$ cat src/rtl/whack_pkg.sv
// rtl/whack_pkg.sv - shared constants and helpers for the whack event generator
package whack_pkg;

    localparam int         N_HOLES_DEFAULT = 4;
    localparam int         HOLE_IDX_W      = 3;
    localparam logic [7:0] GAME_RUNNING    = 8'd0;

    // Index of the lowest set bit; 0 when no bit is set (callers gate with |v).
    function automatic logic [HOLE_IDX_W-1:0] lowest_set(input logic [7:0] v);
        logic [HOLE_IDX_W-1:0] idx;
        idx = '0;
        for (int i = 7; i >= 0; i--) begin
            if (v[i]) begin
                idx = HOLE_IDX_W'(i);
            end
        end
        return idx;
    endfunction

endpackage

$ cat src/rtl/button_debouncer.sv
// rtl/button_debouncer.sv - two-flop synchroniser plus stable-count debouncer for one button
//
// Ports:
//   clk    in  1  system clock
//   rst_n  in  1  synchronous active-low reset
//   btn    in  1  raw asynchronous button level
//   level  out 1  debounced level
module button_debouncer #(
    parameter int DEBOUNCE_CYCLES = 16
) (
    input  logic clk,
    input  logic rst_n,
    input  logic btn,
    output logic level
);

    localparam int            CW       = $clog2(DEBOUNCE_CYCLES);
    localparam logic [CW-1:0] CNT_LAST = CW'(DEBOUNCE_CYCLES - 1);

    logic          sync1;
    logic          sync2;
    logic [CW-1:0] cnt;

    always_ff @(posedge clk) begin
        if (!rst_n) begin
            sync1 <= 1'b0;
            sync2 <= 1'b0;
            cnt   <= '0;
            level <= 1'b0;
        end else begin
            sync1 <= btn;
            sync2 <= sync1;
            // Any cycle agreeing with the current level restarts the count, so
            // a bounce must be quiet for the full window before it is accepted.
            if (sync2 != level) begin
                if (cnt == CNT_LAST) begin
                    level <= sync2;
                    cnt   <= '0;
                end else begin
                    cnt <= cnt + CW'(1);
                end
            end else begin
                cnt <= '0;
            end
        end
    end

endmodule

$ cat src/rtl/whack_event_gen.sv
// rtl/whack_event_gen.sv - turns hole buttons into whacked/miss pulses and retract requests
//
// Ports:
//   clk         in  1           system clock
//   rst_n       in  1           synchronous active-low reset
//   btn         in  N_HOLES     raw buttons, 1 = pressed
//   mole_mask   in  N_HOLES     moles currently up
//   game_count  in  8           countdown; 0 = game running
//   whacked     out 1           1-cycle pulse, press on a hole with a mole up
//   miss        out 1           1-cycle pulse, press on an empty (or locked) hole
//   hit_idx     out HOLE_IDX_W  hole of the latest event, held between events
//   mole_clear  out N_HOLES     1-cycle one-hot retract request alongside whacked
module whack_event_gen
    import whack_pkg::*;
#(
    parameter int N_HOLES         = N_HOLES_DEFAULT,
    parameter int DEBOUNCE_CYCLES = 16
) (
    input  logic                  clk,
    input  logic                  rst_n,
    input  logic [N_HOLES-1:0]    btn,
    input  logic [N_HOLES-1:0]    mole_mask,
    input  logic [7:0]            game_count,
    output logic                  whacked,
    output logic                  miss,
    output logic [HOLE_IDX_W-1:0] hit_idx,
    output logic [N_HOLES-1:0]    mole_clear
);

    logic [N_HOLES-1:0]    deb;
    logic [N_HOLES-1:0]    deb_q;
    logic [N_HOLES-1:0]    rise;
    logic [N_HOLES-1:0]    pending;
    logic [N_HOLES-1:0]    lockout;

    logic [7:0]            pend8;
    logic                  svc_any;
    logic [HOLE_IDX_W-1:0] svc_idx;
    logic [N_HOLES-1:0]    svc_onehot;
    logic                  svc_hit;
    logic                  running;

    for (genvar g = 0; g < N_HOLES; g++) begin : g_hole
        button_debouncer #(
            .DEBOUNCE_CYCLES(DEBOUNCE_CYCLES)
        ) u_deb (
            .clk  (clk),
            .rst_n(rst_n),
            .btn  (btn[g]),
            .level(deb[g])
        );
    end

    assign rise = deb & ~deb_q;

    always_comb begin
        pend8              = '0;
        pend8[N_HOLES-1:0] = pending;
        running            = (game_count == GAME_RUNNING);
        svc_any            = |pending;
        svc_idx            = lowest_set(pend8);
        svc_onehot         = svc_any ? (N_HOLES'(1) << svc_idx) : '0;
        // A locked hole already scored its current mole, so pressing it again is a miss.
        svc_hit            = |(svc_onehot & mole_mask & ~lockout);
    end

    always_ff @(posedge clk) begin
        if (!rst_n) begin
            deb_q      <= '0;
            pending    <= '0;
            lockout    <= '0;
            whacked    <= 1'b0;
            miss       <= 1'b0;
            hit_idx    <= '0;
            mole_clear <= '0;
        end else begin
            deb_q      <= deb;
            whacked    <= 1'b0;
            miss       <= 1'b0;
            mole_clear <= '0;
            // Lockout lives until the mole retracts; the debouncers and edge
            // register keep running outside the game so a held button only
            // counts after a release and re-press.
            lockout    <= (lockout & mole_mask) |
                          ((running && svc_hit) ? svc_onehot : '0);
            if (!running) begin
                pending <= '0;
            end else begin
                // A press arriving while its bit is still pending merges into it.
                pending <= (pending | rise) & ~svc_onehot;
                if (svc_any) begin
                    hit_idx <= svc_idx;
                    if (svc_hit) begin
                        whacked    <= 1'b1;
                        mole_clear <= svc_onehot;
                    end else begin
                        miss <= 1'b1;
                    end
                end
            end
        end
    end

endmodule
$ cat config.mk
export PLATFORM = sky130hd
export DESIGN_NAME = whack_event_gen
export DESIGN_NICKNAME = d
export VERILOG_FILES = /design/src/rtl/whack_pkg.sv /design/src/rtl/button_debouncer.sv /design/src/rtl/whack_event_gen.sv
export SDC_FILE = /design/constraint.sdc
export NUM_CORES = 1
export LEC_CHECK = 0
export ABC_AREA = 1
export ABC_CLOCK_PERIOD_IN_PS = 1500
export CAP_MARGIN = 20
export CORE_UTILIZATION = 40
export CTS_CLUSTER_SIZE = 8
export DETAILED_ROUTE_END_ITERATION = 8
export PLACE_DENSITY_LB_ADDON = 0.3
export SETUP_SLACK_MARGIN = 0.2
export SYNTH_ARGS = -nofsm -noshare
export SYNTH_HDL_FRONTEND = slang
export SYNTH_SLANG_ARGS = --single-unit
$ cat constraint.sdc
create_clock -name clk -period 1.5 [get_ports clk]
set_clock_uncertainty 0.15 [all_clocks]
set_input_delay 0.45 -clock clk [delete_from_list [all_inputs] [get_ports clk]]
set_output_delay 0.45 -clock clk [all_outputs]
set_load 0.01 [all_outputs]
# Word level (Yosys, flattened, before mapping)
# Index checks and enable logic that the tools add are counted.
[word_totals] reg_bits=49 wordCells=75 inputBits=18
[op_classes] n_mux=8 n_eq_ne=8 shifts=1 reduce_logical=16 bitwise=15 n_addsub=4
[op_table] operator="bitwise AND 4 bit" count=5
[op_table] operator="adder 4 x 1 -> 4 bit (second input constant)" count=4
[op_table] operator="== test 4 bit (second input constant)" count=4
[op_table] operator="NOT 4 bit" count=3
[op_table] operator="AND reduction 2 bit" count=6
[op_table] operator="OR reduction 3 bit" count=4
[op_table] operator="2-to-1 mux 3 bit" count=3
[op_table] operator="logical NOT 8 bit" count=1
[op_table] operator="2-to-1 mux 4 bit" count=2
[op_table] operator="bitwise OR 4 bit" count=2
[op_table] operator="OR reduction 4 bit" count=2
[op_table] operator="NOT 1 bit" count=5
[op_table] operator="inequality test 1 bit" count=4
[op_table] operator="AND reduction 4 bit" count=1
[op_table] operator="<< shifter 1 x 3 -> 4 bit (first input constant)" count=1
[op_table] operator="AND reduction 3 bit" count=1
[op_table] operator="2-to-1 mux 1 bit" count=2
[op_table] operator="2-to-1 mux 2 bit" count=1
[op_table] operator="logical AND 1 bit" count=1

# Logic depth before layout (Yosys ltp)
[depth] ltp_word=12 depth_mapped=7 depth_no_buf=7

# Modules after synthesis
# A second synthesis with hierarchy kept.
[hier_totals] cells_unflattened=238 hier_area_um2=1936.9
[by_module_without_submodules] mod="button_debouncer" cells_each=33 area_per_inst_um2=275.3 seq_area_each_um2=140.1 instances=4
[by_module_without_submodules] mod="whack_event_gen" cells_each=106 area_per_inst_um2=835.8 seq_area_each_um2=400.4 instances=1

# Least setup slack after synthesis
# OpenSTA, ideal clock, no wires.
[synth_path] path_type="input-to-reg" from="input game_count[7]" to="register hit_idx[0]" required_ns=1.234 path_buffers=0 path_stages=7 arrival_time_ns=1.111 setup_slack_ns=0.124 cell_sequence="nor2_1 -> nand2_1 -> nor2_4 -> nand2_1 -> nand2_2 -> o21a_1 -> nor2_1"
[synth_via] elab_chain_len=2
[synth_rtl] element="from (decl)" line_no="whack_event_gen.sv:23" source="input logic [7:0] game_count,"
[synth_rtl] element="logical NOT 8 bit" line_no="whack_event_gen.sv:59" source="running = (game_count == GAME_RUNNING);"
[synth_rtl] element="AND reduction 2 bit (no line)"
[synth_rtl] element="to (signal assigned)" line_no="whack_event_gen.sv:92" source="hit_idx <= svc_idx;"
[synth_rtl] element="to (decl)" line_no="whack_event_gen.sv:26" source="output logic [HOLE_IDX_W-1:0] hit_idx,"
# Every way passes these cells.
# A chain may end at the register's enable or synchronous reset.

# Final worst setup path
[layout_path] from="register hit_idx[1]" to="output hit_idx[1]"
# No word-level cell between the ends.

==> run_results.csv <==
group,metric,value,unit
floorplanning,die_h,69.0,um
global_routing,grt_max_degree,15,
setup_path,cp-end-kind,"primary output",
floorplanning,die_w,69.0,um
global_routing,grt_overflow,0,
sta,finalMaxSlewViolations,0,
setup_path,cpLargestDelayFamily,"flip-flops",
setup_path,worst_setup_path_start_kind,"flop",
floorplanning,core_area,4320,sq um
yosys,synth_top_family_by_area,"simple AND/OR/NAND/NOR gates",
clocking,clockBufferDepth,2,
routing,vias_per_cell,4.57,
setup_path,worstSetupPathDepth,1,
global_routing,grt_pass1_vias,1317,
sta,setup_viol,0,
setup_path,path_cells,"buf_6",
setup_path,worstSetupPathType,"flop to primary output",
routing,wl,2960,um
sta,min_period_over_period,90.0,%
layout,drive_gt1_share,28.6,%
sta,fmax,741,MHz
floorplanning,die_area,4760,sq um
placement,gp_congestion,0.795,
yosys,avgSynthCellArea,8.52,sq um
routing,dr.first_iter.drc_count,43,
yosys,ys_types,26,
routing,drc,0,
clocking,ctsRootBufferMaster,"clkbuf_8",
worst_hold_path,hold_path_class,"flop to flop",
global_routing,gr-usage-met2,23.3,%
power,power,2.17,mW
sta,hold_violations,0,
worst_hold_path,hold_depth,1,
setup_path,worstPathArrival,0.75,ns
yosys,synthMuxAreaShare,0,%
yosys,ys_ff_latch,48,
clocking,clkLatencyLatePin,0.30,ns
yosys,syn_inst,211,
routing,dr.pass1.iters,4,
routing,wl_per_cell,9.72,um
setup_path,required,0.90,ns
setup_path,r2r_slack,0.18,ns
clocking,cts_tree,"built",
power,power_leakage,1.08,nW
yosys,synth_compound_area_share,5.15,%
power,ir_worst_vdd,0.000554,V
yosys,synthAdderAreaFrac,2.79,%
global_routing,grt_usage,13.5,%
layout,layout.nets,273,
worst_hold_path,min-delay-start,"deb_q[0]",
worst_hold_path,worstHoldEndpoint,"pending[0]",
yosys,synth_xor_area_share,5.85,%
clocking,cts.clk_slew.worst_paths,0.09,ns
setup_path,reg2regPathDepth,6,
run,maxCapViolations,0,
yosys,synth_simple_gate_area_share,24.5,%
setup_path,crit_fanout,2,
global_routing,busiest_layer,"met2",
yosys,synth.yosys.seq_area_share,53.5,%
global_routing,met1_usage,14.7,%
layout,fin_util,54.5,%
placement,place_hpwl,2080,um
sta,rsz0062_at_grt,"true",
global_routing,grt_pass1_wl,5200,um
clocking,htree_num_levels,2,
yosys,yosys_warnings,0,
outcome,outcome,"complete, no violations",
clocking,clock-sinks,48,
floorplanning,fp-row-count,24,
setup_path,slowest_delay,0.35,ns
setup_path,cp_slowest_cell,"dfxtp_2",
layout,area_growth,31.2,%
clocking,cts_made_buffers,5,
floorplanning,ios,27,
routing,vias,1390,
placement,portBuffers,25,
sta,post-route-min-period,1.35,ns
yosys,syn-num-nets,233,
layout,antennaDiodeCount,0,
power,power_density,922,nW/um^2
global_routing,antenna_found_initial,0,
floorplanning,start_util,41.6,%
setup_path,cp_num_buf_inv,1,
yosys,synth_area,1800,sq um
setup_path,timing.rr.end,"mole_clear[0]",
global_routing,met3_usage,3.95,%
routing,detail-route-antenna-nets,0,
setup_path,r2r-start,"pending[3]",
-- cell type report --
class	instances	area, sq um
clock buffers	7	86.3
clock inverters	1	7.51
fillers	418	1970
inverters	32	125
multi-input cells	127	795
flip-flops and latches	48	971
well taps	52	65.1
repair buffers	37	308
-- synth_stat cells (all sizes together) --
cell type  count  area, sq um
nand3         18          103
nand4          1         6.26
dfxtp         48          961
a21oi          9         45.0
nor4           1         6.26
ha             4         50.1
xor2           8         70.1
conb           1         3.75
o21ai          8         40.0
nor3           4         40.0
o21a           1         7.51
nor2          39          161
clkbuf         2         8.75
xnor2          4         35.0
nand2         29          124
inv           32          123
buf            2         12.5
-- cells by family (layout without fill, tap and decap cells) --
logic type      Yosys count  count (layout)
xor+xnor                 12              12
simple gates             92              92
buf+inv                  36              77
other cells               1               1
flops                    48              48
compound gates           18              18
fa+ha+maj                 4               4
-- cell usage in the layout (no fill, tap or decap), types with 6 or more instances in the layout --
| cell | count |
|---|---|
| nor2_1 | 29 |
| nand3_1 | 12 |
| dfxtp_1 | 42 |
| xor2_1 | 8 |
| a21oi_1 | 9 |
| buf_4 | 9 |
| inv_1 | 30 |
| nand2_1 | 21 |
| clkbuf_8 | 6 |
| o21ai_0 | 7 |
| clkbuf_2 | 8 |
| nand2_2 | 6 |
-- sequential cells by signal, indices dropped and copies added (netlist names) --
| signal | cells |
|---|---|
| deb_q | 4 |
| g_hole.u_deb.cnt | 16 |
| g_hole.u_deb.level | 4 |
| g_hole.u_deb.sync1 | 4 |
| g_hole.u_deb.sync2 | 4 |
| hit_idx | 2 |
| lockout | 4 |
| miss | 1 |
| mole_clear | 4 |
| pending | 4 |
| whacked | 1 |
-- worst register-to-register path, cell delays in order (launching register included) --
cell and delay, ns:
dfxtp_1 0.33, inv_1 0.06, nor2_2 0.13, nand3_1 0.15
nand3_4 0.18, inv_6 0.07, nor3_4 0.18
-- repair_timing --
item	4_1_cts	5_1_grt
hold buffers	0	0
gates resized for setup	68	25
buffers inserted	6	2
pin swaps	19	18
setup endpoints to repair	26	22
hold endpoints to repair	0	0
-- where the power goes --
group	total, mW	switching, mW	internal (mW)
clock network	0.786	0.411	0.375
logic	0.0967	0.0441	0.0527
registers	1.29	0.00609	1.28
-- per-layer routing --
layer	vias to the layer above	share of wire [%]
met4	0	2.1
li1	729	-
met2	27	49
met5	-	0
met3	9	5.0
met1	625	44
-- stage by stage --
stage	worst slack, ns	TNS (ns)	instance area, sq um	std cells	hold WS [ns]
2_1_floorplan	0.146	0	1820	211	0.224
3_3_place_gp	-0.326	-6.45	2150	288	0.228
3_5_place_dp	-0.358	-7.23	2150	288	0.238
4_1_cts	0.145	0	2300	302	0.238
5_1_grt	0.107	0	2360	304	0.266
6_report	0.150	0	2360	304	0.244
-- worst max path at each step --
stage,startpoint,endpoint,slack [ns]
2_1_floorplan,game_count[1],hit_idx[0],0.15
3_3_place_gp,game_count[1],hit_idx[0],-0.33
3_5_place_dp,game_count[1],hit_idx[0],-0.36
4_1_cts,hit_idx[1],hit_idx[1],0.15
5_1_grt,pending[3],mole_clear[0],0.11
6_report,hit_idx[1],hit_idx[1],0.15
(Power assumes the default switching activity.)
